**src/rtl/mccu_pkg.sv**
```systemverilog
// Shared constants for the multi-cycle control unit: ISA codes, state encoding,
// ALU operation codes and datapath select values.
package mccu_pkg;

    typedef enum logic [2:0] {
        S_IF  = 3'd0,
        S_ID  = 3'd1,
        S_EXE = 3'd2,
        S_MEM = 3'd3,
        S_WB  = 3'd4
    } state_t;

    localparam logic [5:0] OP_RTYPE = 6'b000000;
    localparam logic [5:0] OP_J     = 6'b000010;
    localparam logic [5:0] OP_JAL   = 6'b000011;
    localparam logic [5:0] OP_BEQ   = 6'b000100;
    localparam logic [5:0] OP_BNE   = 6'b000101;
    localparam logic [5:0] OP_ADDI  = 6'b001000;
    localparam logic [5:0] OP_ANDI  = 6'b001100;
    localparam logic [5:0] OP_ORI   = 6'b001101;
    localparam logic [5:0] OP_XORI  = 6'b001110;
    localparam logic [5:0] OP_LUI   = 6'b001111;
    localparam logic [5:0] OP_LW    = 6'b100011;
    localparam logic [5:0] OP_SW    = 6'b101011;

    localparam logic [5:0] FN_SLL = 6'b000000;
    localparam logic [5:0] FN_SRL = 6'b000010;
    localparam logic [5:0] FN_SRA = 6'b000011;
    localparam logic [5:0] FN_JR  = 6'b001000;
    localparam logic [5:0] FN_ADD = 6'b100000;
    localparam logic [5:0] FN_SUB = 6'b100010;
    localparam logic [5:0] FN_AND = 6'b100100;
    localparam logic [5:0] FN_OR  = 6'b100101;
    localparam logic [5:0] FN_XOR = 6'b100110;

    // Same ALU op encoding as the single-cycle control unit
    localparam logic [3:0] ALUC_ADD = 4'b0000;
    localparam logic [3:0] ALUC_SUB = 4'b0100;
    localparam logic [3:0] ALUC_AND = 4'b0001;
    localparam logic [3:0] ALUC_OR  = 4'b0101;
    localparam logic [3:0] ALUC_XOR = 4'b0010;
    localparam logic [3:0] ALUC_LUI = 4'b0110;
    localparam logic [3:0] ALUC_SLL = 4'b0011;
    localparam logic [3:0] ALUC_SRL = 4'b0111;
    localparam logic [3:0] ALUC_SRA = 4'b1111;

    localparam logic [1:0] SRCB_RT   = 2'b00;
    localparam logic [1:0] SRCB_FOUR = 2'b01;
    localparam logic [1:0] SRCB_IMM  = 2'b10;
    localparam logic [1:0] SRCB_BR   = 2'b11;

    localparam logic [1:0] PC_ALU = 2'b00;
    localparam logic [1:0] PC_BR  = 2'b01;
    localparam logic [1:0] PC_RS  = 2'b10;
    localparam logic [1:0] PC_JMP = 2'b11;

    typedef struct packed {
        logic rtype;
        logic shift;
        logic imm;
        logic sext;
        logic load;
        logic store;
        logic branch;
        logic bne;
        logic jump;
        logic jal;
        logic jr;
        logic illegal;
    } iclass_t;

endpackage

```
**src/rtl/mccu_decode.sv**
```systemverilog
// Combinational instruction classifier: op/func to instruction class flags
// and the ALU operation used while the instruction executes.
module mccu_decode
    import mccu_pkg::*;
(
    input  logic [5:0] i_op,
    input  logic [5:0] i_func,
    output iclass_t    o_cls,
    output logic [3:0] o_aluc
);

    always_comb begin
        o_cls  = '0;
        o_aluc = ALUC_ADD;
        case (i_op)
            OP_RTYPE: begin
                case (i_func)
                    FN_ADD: o_cls.rtype = 1'b1;
                    FN_SUB: begin o_cls.rtype = 1'b1; o_aluc = ALUC_SUB; end
                    FN_AND: begin o_cls.rtype = 1'b1; o_aluc = ALUC_AND; end
                    FN_OR:  begin o_cls.rtype = 1'b1; o_aluc = ALUC_OR;  end
                    FN_XOR: begin o_cls.rtype = 1'b1; o_aluc = ALUC_XOR; end
                    FN_SLL: begin o_cls.rtype = 1'b1; o_cls.shift = 1'b1; o_aluc = ALUC_SLL; end
                    FN_SRL: begin o_cls.rtype = 1'b1; o_cls.shift = 1'b1; o_aluc = ALUC_SRL; end
                    FN_SRA: begin o_cls.rtype = 1'b1; o_cls.shift = 1'b1; o_aluc = ALUC_SRA; end
                    FN_JR:  begin o_cls.jump  = 1'b1; o_cls.jr = 1'b1; end
                    default: o_cls.illegal = 1'b1;
                endcase
            end
            OP_ADDI: begin o_cls.imm = 1'b1; o_cls.sext = 1'b1; end
            OP_ANDI: begin o_cls.imm = 1'b1; o_aluc = ALUC_AND; end
            OP_ORI:  begin o_cls.imm = 1'b1; o_aluc = ALUC_OR;  end
            OP_XORI: begin o_cls.imm = 1'b1; o_aluc = ALUC_XOR; end
            OP_LUI:  begin o_cls.imm = 1'b1; o_aluc = ALUC_LUI; end
            OP_LW:   begin o_cls.load  = 1'b1; o_cls.sext = 1'b1; end
            OP_SW:   begin o_cls.store = 1'b1; o_cls.sext = 1'b1; end
            OP_BEQ:  begin o_cls.branch = 1'b1; o_aluc = ALUC_SUB; end
            OP_BNE:  begin o_cls.branch = 1'b1; o_cls.bne = 1'b1; o_aluc = ALUC_SUB; end
            OP_J:    o_cls.jump = 1'b1;
            OP_JAL:  begin o_cls.jump = 1'b1; o_cls.jal = 1'b1; end
            default: o_cls.illegal = 1'b1;
        endcase
    end

endmodule

```
**src/rtl/mccontrolunit_fsm.sv**
```systemverilog
// Multi-cycle MIPS-subset control unit (IF/ID/EXE/MEM/WB) with ready-stalled memory.
// Define MCCU_PERF_EN to add the instret/stallcnt performance counters.
module mccontrolunit_fsm
    import mccu_pkg::*;
#(
    parameter int MEM_TIMEOUT = 0
)(
    input  logic       clk,
    input  logic       clrn,
    input  logic [5:0] op,
    input  logic [5:0] func,
    input  logic       z,
    input  logic       mem_ready,
    output logic       mem_req,
    output logic       iord,
    output logic       wir,
    output logic       wpc,
    output logic       wmem,
    output logic       wreg,
    output logic       regrt,
    output logic       m2reg,
    output logic       jal,
    output logic       sext,
    output logic       shift,
    output logic       alusrca,
    output logic [1:0] alusrcb,
    output logic [3:0] aluc,
    output logic [1:0] pcsrc,
    output logic [2:0] state,
    output logic       illegal,
    output logic       buserr
`ifdef MCCU_PERF_EN
    ,
    output logic [31:0] instret,
    output logic [31:0] stallcnt
`endif
);

    localparam int TO_LAST = (MEM_TIMEOUT > 0) ? MEM_TIMEOUT - 1 : 0;
    localparam int CNT_W   = (TO_LAST > 0) ? $clog2(TO_LAST + 1) : 1;

    state_t           r_state, w_next;
    iclass_t          w_cls;
    logic [3:0]       w_aluc;
    logic [CNT_W-1:0] r_to_cnt;
    logic             r_buserr;
    logic             w_stall, w_timeout;
    logic             w_mem_req, w_wir, w_wpc, w_wmem, w_wreg;

    mccu_decode u_decode (
        .i_op   (op),
        .i_func (func),
        .o_cls  (w_cls),
        .o_aluc (w_aluc)
    );

    assign w_stall   = ((r_state == S_IF) || (r_state == S_MEM)) && !mem_ready;
    // mem_ready wins on the last allowed cycle because w_stall is already false then
    assign w_timeout = (MEM_TIMEOUT > 0) && w_stall && (r_to_cnt == CNT_W'(TO_LAST));

    always_ff @(posedge clk or negedge clrn) begin
        if (!clrn) begin
            r_state  <= S_IF;
            r_buserr <= 1'b0;
            r_to_cnt <= '0;
        end else begin
            r_state <= w_next;
            if (w_timeout)
                r_buserr <= 1'b1;
            if (w_stall && !w_timeout && (MEM_TIMEOUT > 0))
                r_to_cnt <= r_to_cnt + 1'b1;
            else
                r_to_cnt <= '0;
        end
    end

    always_comb begin
        w_next    = r_state;
        w_mem_req = 1'b0;
        w_wir     = 1'b0;
        w_wpc     = 1'b0;
        w_wmem    = 1'b0;
        w_wreg    = 1'b0;
        iord      = 1'b0;
        regrt     = 1'b0;
        m2reg     = 1'b0;
        jal       = 1'b0;
        sext      = 1'b0;
        shift     = 1'b0;
        alusrca   = 1'b0;
        alusrcb   = SRCB_RT;
        aluc      = ALUC_ADD;
        pcsrc     = PC_ALU;
        illegal   = 1'b0;
        case (r_state)
            S_IF: begin
                w_mem_req = 1'b1;
                alusrcb   = SRCB_FOUR;
                if (mem_ready) begin
                    w_wir  = 1'b1;
                    w_wpc  = 1'b1;
                    w_next = S_ID;
                end
            end
            S_ID: begin
                alusrcb = SRCB_BR;
                sext    = 1'b1;
                if (w_cls.illegal) begin
                    illegal = 1'b1;
                    w_next  = S_IF;
                end else if (w_cls.jump) begin
                    w_wpc  = 1'b1;
                    pcsrc  = w_cls.jr ? PC_RS : PC_JMP;
                    w_wreg = w_cls.jal;
                    jal    = w_cls.jal;
                    w_next = S_IF;
                end else begin
                    w_next = S_EXE;
                end
            end
            S_EXE, S_WB: begin
                // WB keeps the EXE ALU setup so the result stays stable while it is written
                alusrca = 1'b1;
                aluc    = w_aluc;
                if (w_cls.rtype || w_cls.branch) begin
                    shift = w_cls.shift;
                end else begin
                    alusrcb = SRCB_IMM;
                    sext    = w_cls.sext;
                end
                if (r_state == S_WB) begin
                    w_wreg = 1'b1;
                    regrt  = w_cls.imm || w_cls.load;
                    m2reg  = w_cls.load;
                    w_next = S_IF;
                end else if (w_cls.branch) begin
                    if (w_cls.bne ? !z : z) begin
                        w_wpc = 1'b1;
                        pcsrc = PC_BR;
                    end
                    w_next = S_IF;
                end else if (w_cls.load || w_cls.store) begin
                    w_next = S_MEM;
                end else begin
                    w_next = S_WB;
                end
            end
            S_MEM: begin
                w_mem_req = 1'b1;
                iord      = 1'b1;
                w_wmem    = w_cls.store && !w_timeout;
                if (mem_ready)
                    w_next = w_cls.load ? S_WB : S_IF;
                else if (w_timeout)
                    w_next = S_IF;
            end
            default: w_next = S_IF;
        endcase
    end

    // Reset forces every strobe low even though the reset state is IF
    assign mem_req = w_mem_req & clrn;
    assign wir     = w_wir     & clrn;
    assign wpc     = w_wpc     & clrn;
    assign wmem    = w_wmem    & clrn;
    assign wreg    = w_wreg    & clrn;
    assign state   = r_state;
    assign buserr  = r_buserr;

`ifdef MCCU_PERF_EN
    logic [31:0] r_instret, r_stallcnt;

    always_ff @(posedge clk or negedge clrn) begin
        if (!clrn) begin
            r_instret  <= '0;
            r_stallcnt <= '0;
        end else begin
            if ((r_state != S_IF) && (w_next == S_IF))
                r_instret <= r_instret + 32'd1;
            if (w_stall)
                r_stallcnt <= r_stallcnt + 32'd1;
        end
    end

    assign instret  = r_instret;
    assign stallcnt = r_stallcnt;
`endif

endmodule

```
**config.mk**
```make
export PLATFORM = sky130hd
export DESIGN_NAME = mccontrolunit_fsm
export DESIGN_NICKNAME = d
export VERILOG_FILES = /design/src/rtl/mccu_pkg.sv /design/src/rtl/mccu_decode.sv /design/src/rtl/mccontrolunit_fsm.sv
export SDC_FILE = /design/constraint.sdc
export NUM_CORES = 1
export LEC_CHECK = 0
export CAP_MARGIN = 10
export CORE_MARGIN = 4
export CORE_UTILIZATION = 40
export DETAILED_ROUTE_END_ITERATION = 7
export PLACE_DENSITY = 0.79
export SLEW_MARGIN = 40
export SYNTH_ARGS = -nofsm -noshare
export SYNTH_HDL_FRONTEND = slang
export SYNTH_SLANG_ARGS = --single-unit
export TNS_END_PERCENT = 1
```
**constraint.sdc**
```tcl
create_clock -name clk -period 3.1 [get_ports clk]
set_input_delay 0.62 -clock clk [delete_from_list [all_inputs] [get_ports clk]]
set_output_delay 0.62 -clock clk [all_outputs]
set_load 0.03 [all_outputs]
```
Word-level counts from Yosys, hierarchy flattened. Index checks and enable logic that the tools add are counted.

Output and inout bits: 25. Logic and storage cells: 113. Input port bits: 16. Register bits after elaboration: 3.

Reduce and logical (&&, ||, !) cells: 18. Bitwise operators: 5. Equal/unequal tests: 25. Multiplexer cells: 64.

Operators with widths (count): $eq 6x6->1 const B (7); $mux 1 (41); $eq 6x4->1 const B (6); $pmux 4 s7 (1); $eq 6x2->1 const B (4); $pmux 4 s6 (1); $mux 3 (6); $eq 6x3->1 const B (2); $logic_not 6->1 (2); $mux 2 (6); $pmux 3 s4 (1); $reduce_or 11->1 (1); $reduce_or 9->1 (1); $pmux 1 s2 (4); $reduce_or 2->1 (4); $reduce_or 8->1 (1); $eq 3x2->1 const B (2); $pmux 2 s3 (1); $reduce_or 3->1 (2); $and 1x1->1 (5); $reduce_or 5->1 (1); $mux 4 (1); $ne 2x2->1 const B (2); $pmux 2 s2 (1); 7 further kinds (9).

Logic depth before layout (Yosys ltp). Gate-level depths: netlist of run 1.

Depth in word-level cells: 8. Mapped depth: 5.

By module. From an unflattened synthesis of run 1, not the netlist that was laid out.

Cell total of the unflattened synthesis: 119. Area, all modules: 872.1 sq um.

Modules (own cells, without submodules): mccontrolunit_fsm (area each 491.7 sq um, times used 1, cells each 61); mccu_decode (area each 380.4 sq um, times used 1, cells each 58).

Worst setup path after synthesis of run 1. Ideal clock, no wire load.

Kind: input port to output port. Start: input op[2]. End: output aluc[3]. Slack: -298 ps. Stages on the path: 4. Required time: 2480 ps. Buffers on the path: 1. Arrival: 2778 ps. Path through: buf_4 -> or4_4 -> or4_4 -> nor4_1.

Cells in the longest elaborated chain, start to end: 4. Elaborated cells between the ends (all ways): 10. Classes of those cells: 6 x eq/ne; 2 x mux; 2 x reduce/logical.

Ends and longest elaborated chain: start, declared (RTL line mccontrolunit_fsm.sv:10) `input logic [5:0] op,`; $eq 6x3->1 (RTL line mccu_decode.sv:15) `case (i_op)`; $reduce_or 2->1 (no line); $pmux 4 s6 * (RTL line mccu_decode.sv:15); $mux 4 * (RTL line mccontrolunit_fsm.sv:95) `case (r_state)`; end, declared (RTL line mccontrolunit_fsm.sv:27) `output logic [3:0] aluc,`.

Mark *: on every way between the ends. The rest lies on a longest branch, timed or not.

Final worst setup path of run 1.
Start: input op[3]. End: output pcsrc[0].

Cells in the longest elaborated chain, start to end: 7. Elaborated cells between the ends (all ways): 28. Classes of those cells: 11 x eq/ne; 13 x mux; 4 x reduce/logical.

Ends and longest elaborated chain: $eq 6x3->1 (RTL line mccu_decode.sv:15); $mux 1 (RTL line mccu_decode.sv:15); $mux 1 (2 in a row) (RTL line mccontrolunit_fsm.sv:137) `if (w_cls.bne ? !z : z) begin`; $mux 1 (RTL line mccontrolunit_fsm.sv:136) `end else if (w_cls.branch) begin`; $mux 1 (RTL line mccontrolunit_fsm.sv:131) `if (r_state == S_WB) begin`; $pmux 2 s2 * (RTL line mccontrolunit_fsm.sv:95); end, declared (RTL line mccontrolunit_fsm.sv:28) `output logic [1:0] pcsrc,`.

Marks and branches as above.

==> results of run 1 <==
area by class of cell:
cell class	count	area [sq um]
Multi-Input combinational cell	97	652
Timing Repair Buffer	62	523
Fill cell	163	502
Sequential cell	3	75.1
Tap cell	25	31.3
Clock buffer	4	26.3
Inverter	3	11.3
cells by family after synthesis:
logic type                Yosys count  share of synthesized area (%)
muxes                               2                           2.79
and+or+nand+nor                    61                           44.0
AOI/OAI and AO/OA                  30                           27.1
other                               1                          0.464
DFF                                 3                           9.29
buffers and inverters              14                           13.2
xor gates and xnor gates            3                           3.25
final timing paths:
path	startpoint	end	slack, ns	cells past startpoint
setup / recovery	op[3]	pcsrc[0]	0.006	6
hold / removal	clrn	state[1]	0.69	2
setup reg to reg	state[2]	state[1]	1.65	4
hold reg to reg	state[1]	state[0]	0.72	1
max in group asynchronous	clrn	state[0]	2.30	2
min in group clk	state[1]	state[0]	0.72	1
metrics by stage:
stage	hold WS [ns]	cell area, sq um	util, %	setup slack [ns]
final	0.694	1320	72.4	0.00598
after global routing	0.708	1320	72.4	-0.0540
after CTS	0.695	1290	70.9	0.00549
after detailed placement	0.710	1270	69.9	-0.244
after global placement	0.676	1270	69.9	-0.209
after floorplan	0.324	808	-	-0.298
per-layer routing:
metal / wire length (um) / track usage, %
met2: 1430 / 36.8
met1: 1140 / 26.2
met3: 118 / 3.38
met5: 0 / 0
met4: 42 / 5.53
critical path, stage by stage:
cell and delay (ns):
dlygate4sd2_1 0.24, or4_4 0.57, or4_4 0.46, o21a_1 0.20, a221oi_2 0.18, buf_4 0.20
cell usage after synthesis, drive strengths merged (2+ instances only):
cell | n | area share [%]
a21oi | 9 | 5.6
a31oi | 2 | 1.5
and2 | 2 | 1.5
buf | 5 | 5.3
clkbuf | 6 | 6.5
dfrtp | 3 | 9.3
inv | 3 | 1.4
mux2 | 2 | 2.8
nand2 | 8 | 3.7
nand2b | 3 | 2.3
nand3 | 4 | 2.5
nand4 | 2 | 1.5
nand4b | 2 | 2.2
nor2 | 12 | 5.6
nor2b | 2 | 1.5
nor3 | 6 | 3.7
nor3b | 2 | 1.9
nor4 | 4 | 3.1
o21ai | 3 | 1.9
o21bai | 3 | 2.8
o22a | 2 | 2.3
or2 | 3 | 2.3
or4 | 4 | 5.1
xor2 | 3 | 3.3
timing repair:
action	in CTS	in global routing
hold endpoints to repair	0	0
pin swaps	2	0
gates resized for setup	9	6
endpoints found under the setup margin	12	8
gates cloned	0	0
power groups by stage:
stage / Clock [W] / Sequential [W] / Combinational, W
floorplan: 0 / 0.0000546 / 0.000132
global placement: 0 / 0.0000560 / 0.000216
detailed placement: 0 / 0.0000561 / 0.000221
CTS: 0.0000733 / 0.0000557 / 0.000215
global route: 0.0000801 / 0.0000577 / 0.000232
finish: 0.0000720 / 0.0000564 / 0.000216
==> results.md, run 1 <==
- Status: completed
- Avg WL per Cell: 14.1 um
- Synth warnings: 0
- Pint: 0.000186 W
- Cts hold-fix bufs: 0
- Root Driver: clkbuf_4
- Synth-to-Final Area Change: 63.2%
- WL final: 2730 um
- Area of the die: 0.00280 sq mm
- Most common cell after layout, fill and taps aside: buf_4
- Routed Antenna Nets: 0
- DRC viols: 0
- Commonest non-fill, non-tap cells in the layout: buf_4 (37), clkdlybuf4s50_1 (15), nor2_1 (12)
- Post-synth EDFFs: 0
- TritonRoute pass-1 iters: 4
- Detailed Route Iter0 Violations: 19
- Final hold viol count: 0
- Sw Ratio: 45.9%
- Startpoint types: input pin
- Max reg flops: 3
- Pleak: 0.582 nW
- Seq/Total Area, Yosys: 9.29%
- Total track usage: 21.0%
- Clk_lat worst skew: 0.24 ns
- Routability Congestion: 0.848
- Vias: 1087
- Maximum VDD drop: 0.000317 V
- Clock H-tree levels: 1
- Total Power: 0.000344 W
- Layout Cells excl Fill: 194
- Setup tns final: 0 ns
- Max Slew Vio Count: 0
- Nets: 186
- Die span in x: 53.0 um
- Number of buffers created by CTS: 3
- Period utilization: 99.8%
- Distinct cells, synth: 48
- # IOs: 41
- Initial antenna violation count: 0
- PD cells: 261 mW/mm^2
- Ant. Diodes: 0
- Placed instance count: 190
- Worst-path fanout max: 5
- Synth async-reset ratio: 100%
- Rows: 15
- Required time of the critical path: 2.48 ns
- Avg Inst Size Synth: 7.09 sq um
- CTS Sinks: 3
- Ys flop type: dfrtp_1
- Vias in the first global route: 993
- RSZ-0062 raised after global routing: true
- Worst hold path class: in -> async
- Critical path class: in -> out
- # port buffers: 39
- Arrival time worst endpoint: 2.47 ns
- Tmin final: 3.09 ns
- Vias per cell: 5.60
- CTS tree: done
- Seq cells post-synth: 3
- First-pass GRT wire length: 4450 um
- Syn Nets: 130
- Clk buf depth: 2
- NetSw: 0.000158 W
- Largest net degree at the start of global routing: 12
- Synth Instances: 114
- Setup violators final: 0
- Sequential share of power: 16.4%
- Max Freq: 0.323 GHz
- Combinational power share: 62.7%
- Post-CTS Setup Bufs: 0
- Clock Skew: 0.00350 ns
- Layout cell share with drive strength beyond 1: 34.3%
- Clock power frac: 20.9%
- Synthesized cell area: 808 sq um
- DP Wirelength: 2260 um
- Congestion Overflow GR: 0
- Clock transition at the registers of the reported paths: 0.04 ns
- Worst Setup End Kind: output port
- Core area: 0.00182 sq mm
- Max-capacitance violation count: 0
- DIE HEIGHT: 53.0 um
- Initial core utilization: 44.4%
No activity file was read; power rests on OpenSTA's default activity.
==> run 2: changes to the inputs <==
--- a/config.mk
+++ b/config.mk
@@ -5,11 +5,12 @@
 export SDC_FILE = /design/constraint.sdc
 export NUM_CORES = 1
 export LEC_CHECK = 0
+export ABC_CLOCK_PERIOD_IN_PS = 3100
 export CAP_MARGIN = 10
 export CORE_MARGIN = 4
-export CORE_UTILIZATION = 40
+export CORE_UTILIZATION = 23
 export DETAILED_ROUTE_END_ITERATION = 7
-export PLACE_DENSITY = 0.79
+export PLACE_DENSITY = 0.5
 export SLEW_MARGIN = 40
 export SYNTH_ARGS = -nofsm -noshare
 export SYNTH_HDL_FRONTEND = slang
==> run 2 against run 1 <==
  * First-iteration DRC count grew 79%
  * Routed wire length up 1.1%
  * Critical endpoint is now aluc[1]
  * Worst hold slack worse by 0.048 ns
  * Largest cell class unchanged
  * Clock power fell by 2%
  * Sequential cell count stayed put
==> results.md, run 2 (synthesis gave the netlist of run 1 again) <==
- Rows: 21 (+6)
- First-pass GRT wire length: 4610 um (+3.6%)
- Nets: 196 (+5.4%)
- Setup violators final: 0 (unchanged)
- Hold WS: 0.646 ns (-0.0479 ns)
- WL final: 2760 um (+1.1%)
- Worst-path fanout max: 5 (unchanged)
- Number of buffers created by CTS: 3 (unchanged)
- Setup WS pre-CTS: -0.263 ns (-0.0182 ns)
- Synth-to-Final Area Change: 75.9%
- Arrival time worst endpoint: 2.45 ns (-0.02 ns)
- Final hold viol count: 0 (unchanged)
- Commonest non-fill, non-tap cells in the layout: buf_4 (46), clkdlybuf4s50_1 (17), nor2_1 (11)
- Max Slew Vio Count: 0 (unchanged)
- Initial core utilization: 24.0% (-20 points)
- Max-capacitance violation count: 0 (unchanged)
- Clock Skew: 0.00243 ns (-0.00107 ns)
- Clk_lat worst skew: 0.24 ns (about the same)
- Maximum VDD drop: 0.0000784 V (-75%)
- # port buffers: 39 (unchanged)
- Congestion Overflow GR: 0 (unchanged)
- Routed Antenna Nets: 0 (unchanged)
- Detailed Route Iter0 Violations: 34 (+15)
- Period utilization: 99.1% (-0.75 points)
- Initial antenna violation count: 0 (unchanged)
- Pleak: 0.612 nW (+5.1%)
- CTS tree: done
- Layout cell share with drive strength beyond 1: 39.7% (+5.3 points)
- Largest net degree at the start of global routing: 12 (unchanged)
- Avg WL per Cell: 12.3 um (-13%)
- Worst hold path class: reg -> reg
- Status: completed
- DRC viols: 0 (unchanged)
- Critical path class: in -> out
- Max reg flops: 3 (unchanged)
- RSZ-0062 raised after global routing: true
- DP Wirelength: 2290 um (+1.2%)
- Worst Slack Setup Final: 0.0291 ns (+0.0232 ns)
- PD cells: 252 mW/mm^2 (-3.3%)
- Tmin final: 3.07 ns (-0.0232 ns)
- Total track usage: 12.8% (-8.1 points)
- TritonRoute pass-1 iters: 7 (+3)
- DIE HEIGHT: 67.3 um (+27%)
- Vias per cell: 4.84 (-14%)
- Most common cell after layout, fill and taps aside: buf_4
- Area of the die: 0.00453 sq mm (+61%)
- CTS Sinks: 3 (unchanged)
- Required time of the critical path: 2.48 ns (about the same)
- Root Driver: clkbuf_4
- Vias: 1088 (+0.092%)
- Ant. Diodes: 0 (unchanged)
- Max Freq: 0.326 GHz (+0.75%)
- Core area: 0.00336 sq mm (+85%)
- Startpoint types: input pin
- Routability Congestion: 0.817 (-3.6%)
- Vias in the first global route: 1059 (+6.6%)
- Die span in x: 67.3 um (+27%)
- # IOs: 41 (unchanged)
- Worst Setup End Kind: output port
- Clock H-tree levels: 1 (unchanged)
- Clk buf depth: 2 (unchanged)
- Clock transition at the registers of the reported paths: 0.03 ns (about the same)
[run 2: cell count changes in the layout (fill, tap and decap cells not counted), sizes merged]
cell           before  now
clkdlybuf4s15       0    2
clkbuf              4    5
dlygate4sd2         8    5
dlymetal6s2s        2    0
buf                37   47
clkdlybuf4s50      15   17
[run 2: per-stage QoR]
stage / setup TNS, ns / utilization [%] / instances / cell area, sq um / total power (W)
after global routing: -0.0259 / 42.3 / 225 / 1420 / 0.000387
after CTS: -0.0259 / 42.0 / 225 / 1410 / 0.000360
final: 0 / 42.3 / 225 / 1420 / 0.000358
after global placement: -1.70 / 40.4 / 219 / 1360 / 0.000290
after detailed placement: -1.89 / 40.4 / 219 / 1360 / 0.000291
after floorplan: -0.698 / - / 114 / 808 / 0.000186
[run 2: worst max-delay path, cell delays in order]
cell           delay, ns
dlygate4sd2_1       0.24
or4_4               0.49
buf_4               0.16
or4_4               0.46
o21bai_1            0.18
a21oi_1             0.13
buf_4               0.17
[run 2: report_power, final]
group,switching [W],internal (W),total [W]
Sequential,0.00000509,0.0000435,0.0000486
Combinational,0.000133,0.000107,0.000239
Clock,0.0000220,0.0000483,0.0000703
Total,0.000160,0.000198,0.000358
[run 2: timing repair]
item	4_1_cts	5_1_grt
hold endpoints to repair	0	0
setup buffers	2	0
setup endpoints to repair	12	11
pin swaps	5	1
hold buffers	0	0
gates resized for setup	14	7
[run 2: cell type report]
cell class / instances / area (sq um)
Fill cell: 378 / 1940
Multi-Input combinational cell: 97 / 656
Timing Repair Buffer: 72 / 596
Sequential cell: 3 / 75.1
Tap cell: 46 / 57.6
Clock buffer: 4 / 26.3
Inverter: 3 / 11.3
[run 2: final timing paths]
path / startpoint / slack [ns] / to / cells past startpoint
worst min-delay path: state[0] / 0.65 / state[0] / 2
worst max-delay path: op[3] / 0.03 / aluc[1] / 7
worst min register to register: state[0] / 0.65 / state[0] / 2
worst max register to register: state[2] / 1.62 / state[1] / 5
max in group asynchronous: clrn / 2.29 / state[0] / 2
min in group asynchronous: clrn / 0.70 / state[1] / 2
[run 2: routing by layer]
layer  GRT usage [%]  vias up  wire length [um]
met5               0        -                 0
met2            23.1       32              1400
met1            15.7      497              1210
met4            3.04        0                13
met3            2.33        2               135
li1                -      557                 -
==> run 3: changes to the inputs <==
--- a/config.mk
+++ b/config.mk
@@ -5,6 +5,7 @@
 export SDC_FILE = /design/constraint.sdc
 export NUM_CORES = 1
 export LEC_CHECK = 0
+export ABC_AREA = 1
 export ABC_CLOCK_PERIOD_IN_PS = 3100
 export CAP_MARGIN = 10
 export CORE_MARGIN = 4
@@ -15,4 +16,3 @@
 export SYNTH_ARGS = -nofsm -noshare
 export SYNTH_HDL_FRONTEND = slang
 export SYNTH_SLANG_ARGS = --single-unit
-export TNS_END_PERCENT = 1
==> constraint.sdc (replaced) <==
create_clock -name clk -period 3.1 [get_ports clk]
set_input_delay 0.31 -clock clk [delete_from_list [all_inputs] [get_ports clk]]
set_output_delay 0.31 -clock clk [all_outputs]
set_load 0.03 [all_outputs]
==> run 3 against run 2 <==
  * Utilization fell by 4.8 points
  * Non-clock buffer count is 33 lower
  * Routed wire length down 13%
  * Via count is 11% lower
  * First-iteration DRC count is 38% higher
  * Critical path type unchanged
  * Cell area down 12%
  * Fmax up 13%
  * Power down 16%
  * Sequential power barely moved
  * Synthesized cell count is 22% higher
==> results.md, run 3 <==
- Congestion Overflow GR: 0 (unchanged)
- Seq cells post-synth: 3 (unchanged)
- Tmin final: 2.73 ns (-0.343 ns)
- Area of the die: 0.00446 sq mm (-1.4%)
- Ant. Diodes: 0 (unchanged)
- CP max stage cell: clkdlybuf4s50_1
- Compound-Gate Fraction of Synth Area: 10.7% (-16 points)
- CP max stage delay: 0.69 ns (+0.20 ns)
- Maximum VDD drop: 0.000116 V (+48%)
- Synth-to-Final Area Change: 57.2%
- Pleak: 0.551 nW (-9.8%)
- Period utilization: 88.0% (-11 points)
- CP dominant cell by count: nand2_1
- Synth warnings: 0 (unchanged)
- Die span in x: 66.8 um (-0.68%)
- Initial core utilization: 23.8% (-0.19 points)
- Vias in the first global route: 941 (-11%)
- Initial antenna violation count: 0 (unchanged)
- Clock transition at the registers of the reported paths: 0.04 ns (about the same)
- Nets: 197 (+0.51%)
- Max reg flops: 3 (unchanged)
- Most frequent cell after synthesis: nand2_1
- Clk buf depth: 2 (unchanged)
- First-pass GRT wire length: 3980 um (-14%)
- Setup WS pre-CTS: 0.365 ns (+0.628 ns)
- # IOs: 41 (unchanged)
- Post-synth EDFFs: 0 (unchanged)
- Most common cell after layout, fill and taps aside: clkdlybuf4s50_1
- Placed instance count: 222 (+1.4%)
- Critical path class: in -> out
- Final hold viol count: 0 (unchanged)
- Detailed Route Iter0 Violations: 47 (+38%)
- Clk_lat worst skew: 0.24 ns (about the same)
- Routed Antenna Nets: 0 (unchanged)
- Area share of fa/ha/maj cells after synthesis: 0% (unchanged)
- Final Instance Area: 0.00125 sq mm (-12%)
- Setup tns final: 0 ns (unchanged)
- Top cells by area, synth: nand2_1 (13%), nor2_1 (12%), dfrtp_1 (9.4%)
- DP Wirelength: 2070 um (-9.8%)
- RSZ-0062 raised after global routing: false
- CTS Sinks: 3 (unchanged)
- Avg WL per Cell: 10.6 um (-13%)
- Synthesized cell area: 796 sq um (-1.5%)
- CTS tree: done
- Startpoint types: input pin
- Worst hold path class: in -> async
- Largest net degree at the start of global routing: 9 (-3)
- Syn Nets: 155 (+19%)
- # port buffers: 39 (unchanged)
- Cts hold-fix bufs: 0 (unchanged)
- Final Core Density: 37.5% (-4.8 points)
- Vias per cell: 4.30 (-11%)
- Ys flop type: dfrtp_1
- Required time of the critical path: 2.79 ns (+0.31 ns)
- Synth async-reset ratio: 100% (unchanged)
- Root Driver: clkbuf_4
- Largest family of logic cells by synthesized area: simple AND/OR/NAND/NOR gates
- PD cells: 242 mW/mm^2 (-4.2%)
- Seq/Total Area, Yosys: 9.43% (+0.15 points)
- Distinct cells, synth: 26 (-46%)
- Post-CTS Setup Bufs: 0 (-2)
- FF-to-FF path depth: 5 (unchanged)
- DIE HEIGHT: 66.8 um (-0.68%)
- Clock Skew: 0.00557 ns (+0.00314 ns)
- Ordered list of cells on the worst path: clkdlybuf4s50_1, nor2_4, inv_2, nor2_4, nand2_1, nand2_1, nand2_1, a31oi_2, clkdlybuf4s50_1
- Worst Slack Setup Final: 0.372 ns (+0.343 ns)
- Synth Instances: 139 (+22%)
- Commonest non-fill, non-tap cells in the layout: clkdlybuf4s50_1 (39), nand2_1 (27), nor2_1 (25)
- Synth area leader: nand2_1
- Rows: 21 (unchanged)
- Max Freq: 0.367 GHz (+13%)
- Post-cts resize count: 0 (-14)
- Max-capacitance violation count: 0 (unchanged)
- Worst Setup End Kind: output port
- Post-synth top area share: 12.7% (+3.4 points)
- Post-DP Area: 0.00122 sq mm (-9.9%)
- Layout Cells excl Fill: 226 (+0.44%)
- Total track usage: 11.4% (-1.5 points)
- Max Slew Vio Count: 0 (unchanged)
- Routability Congestion: 0.831 (+1.7%)
- Layout cell share with drive strength beyond 1: 18.9% (-21 points)
- Clock H-tree levels: 1 (unchanged)
- Avg Inst Size Synth: 5.72 sq um (-19%)
- Fill cells: 380 (+0.53%)
- TritonRoute pass-1 iters: 4 (-3)
- Setup violators final: 0 (unchanged)
- Vias: 971 (-11%)
- Top post-synthesis cells by count: nand2_1 (27), nor2_1 (25), inv_1 (19)
- Mux share of post-synthesis cell area: 0% (-2.8 points)
- DRC viols: 0 (unchanged)
- Core area: 0.00334 sq mm (-0.78%)
- Number of buffers created by CTS: 3 (unchanged)
- Synth Area in XOR/XNOR: 0% (-3.3 points)
- Status: completed
- WL final: 2410 um (-13%)
- Worst-path fanout max: 8 (+3)
- Arrival time worst endpoint: 2.42 ns (-0.03 ns)
- Simple-Gate Fraction of Synth Area: 64.6% (+21 points)
run 3: cell type report:
type | instances | area [sq um] | area share [%]
Sequential cell | 3 | 75.1 | 6.00
Timing Repair Buffer | 39 | 390 | 31.2
Inverter | 26 | 98.8 | 7.90
Tap cell | 46 | 57.6 | 4.60
Clock buffer | 4 | 26.3 | 2.10
Multi-Input combinational cell | 108 | 603 | 48.2
run 3: layer usage:
layer  part of all wire (%)  global-route usage (%)
met4                   0.71                    3.05
met2                     45                    17.8
met3                    6.6                    2.53
met1                     47                    15.5
met5                      0                       0
run 3: logic make-up (layout without fill, tap and decap cells):
logic type,count (synthesis),after routing
AND/OR/NAND/NOR,93,93
flip-flops,3,3
buffers and inverters,28,69
other,1,1
AO/OA/AOI/OAI,14,14
run 3: stage by stage:
step / hold WS (ns) / power, W
6_report: 0.287 / 0.000302
2_1_floorplan: 0.0144 / 0.000158
4_1_cts: 0.283 / 0.000307
3_5_place_dp: 0.544 / 0.000232
5_1_grt: 0.285 / 0.000327
3_3_place_gp: 0.543 / 0.000233
run 3: worst max-delay path: cells and delay by family:
kind            cells  cell delay [ns]
compound gates      1             0.14
simple gates        5             0.57
buf+inv             3             1.39
run 3: final timing paths:
check	end	slack [ns]	startpoint
max	wpc	0.37	op[3]
min	state[2]	0.29	clrn
max reg2reg	state[1]	1.96	state[2]
min reg2reg	state[2]	0.71	state[0]
max in group asynchronous	state[0]	2.62	clrn
min in group clk	state[2]	0.70	mem_ready
run 3: where the power goes:
part	switching (W)	internal [W]
logic	0.000112	0.0000708
clock network	0.0000228	0.0000484
registers	0.00000577	0.0000428
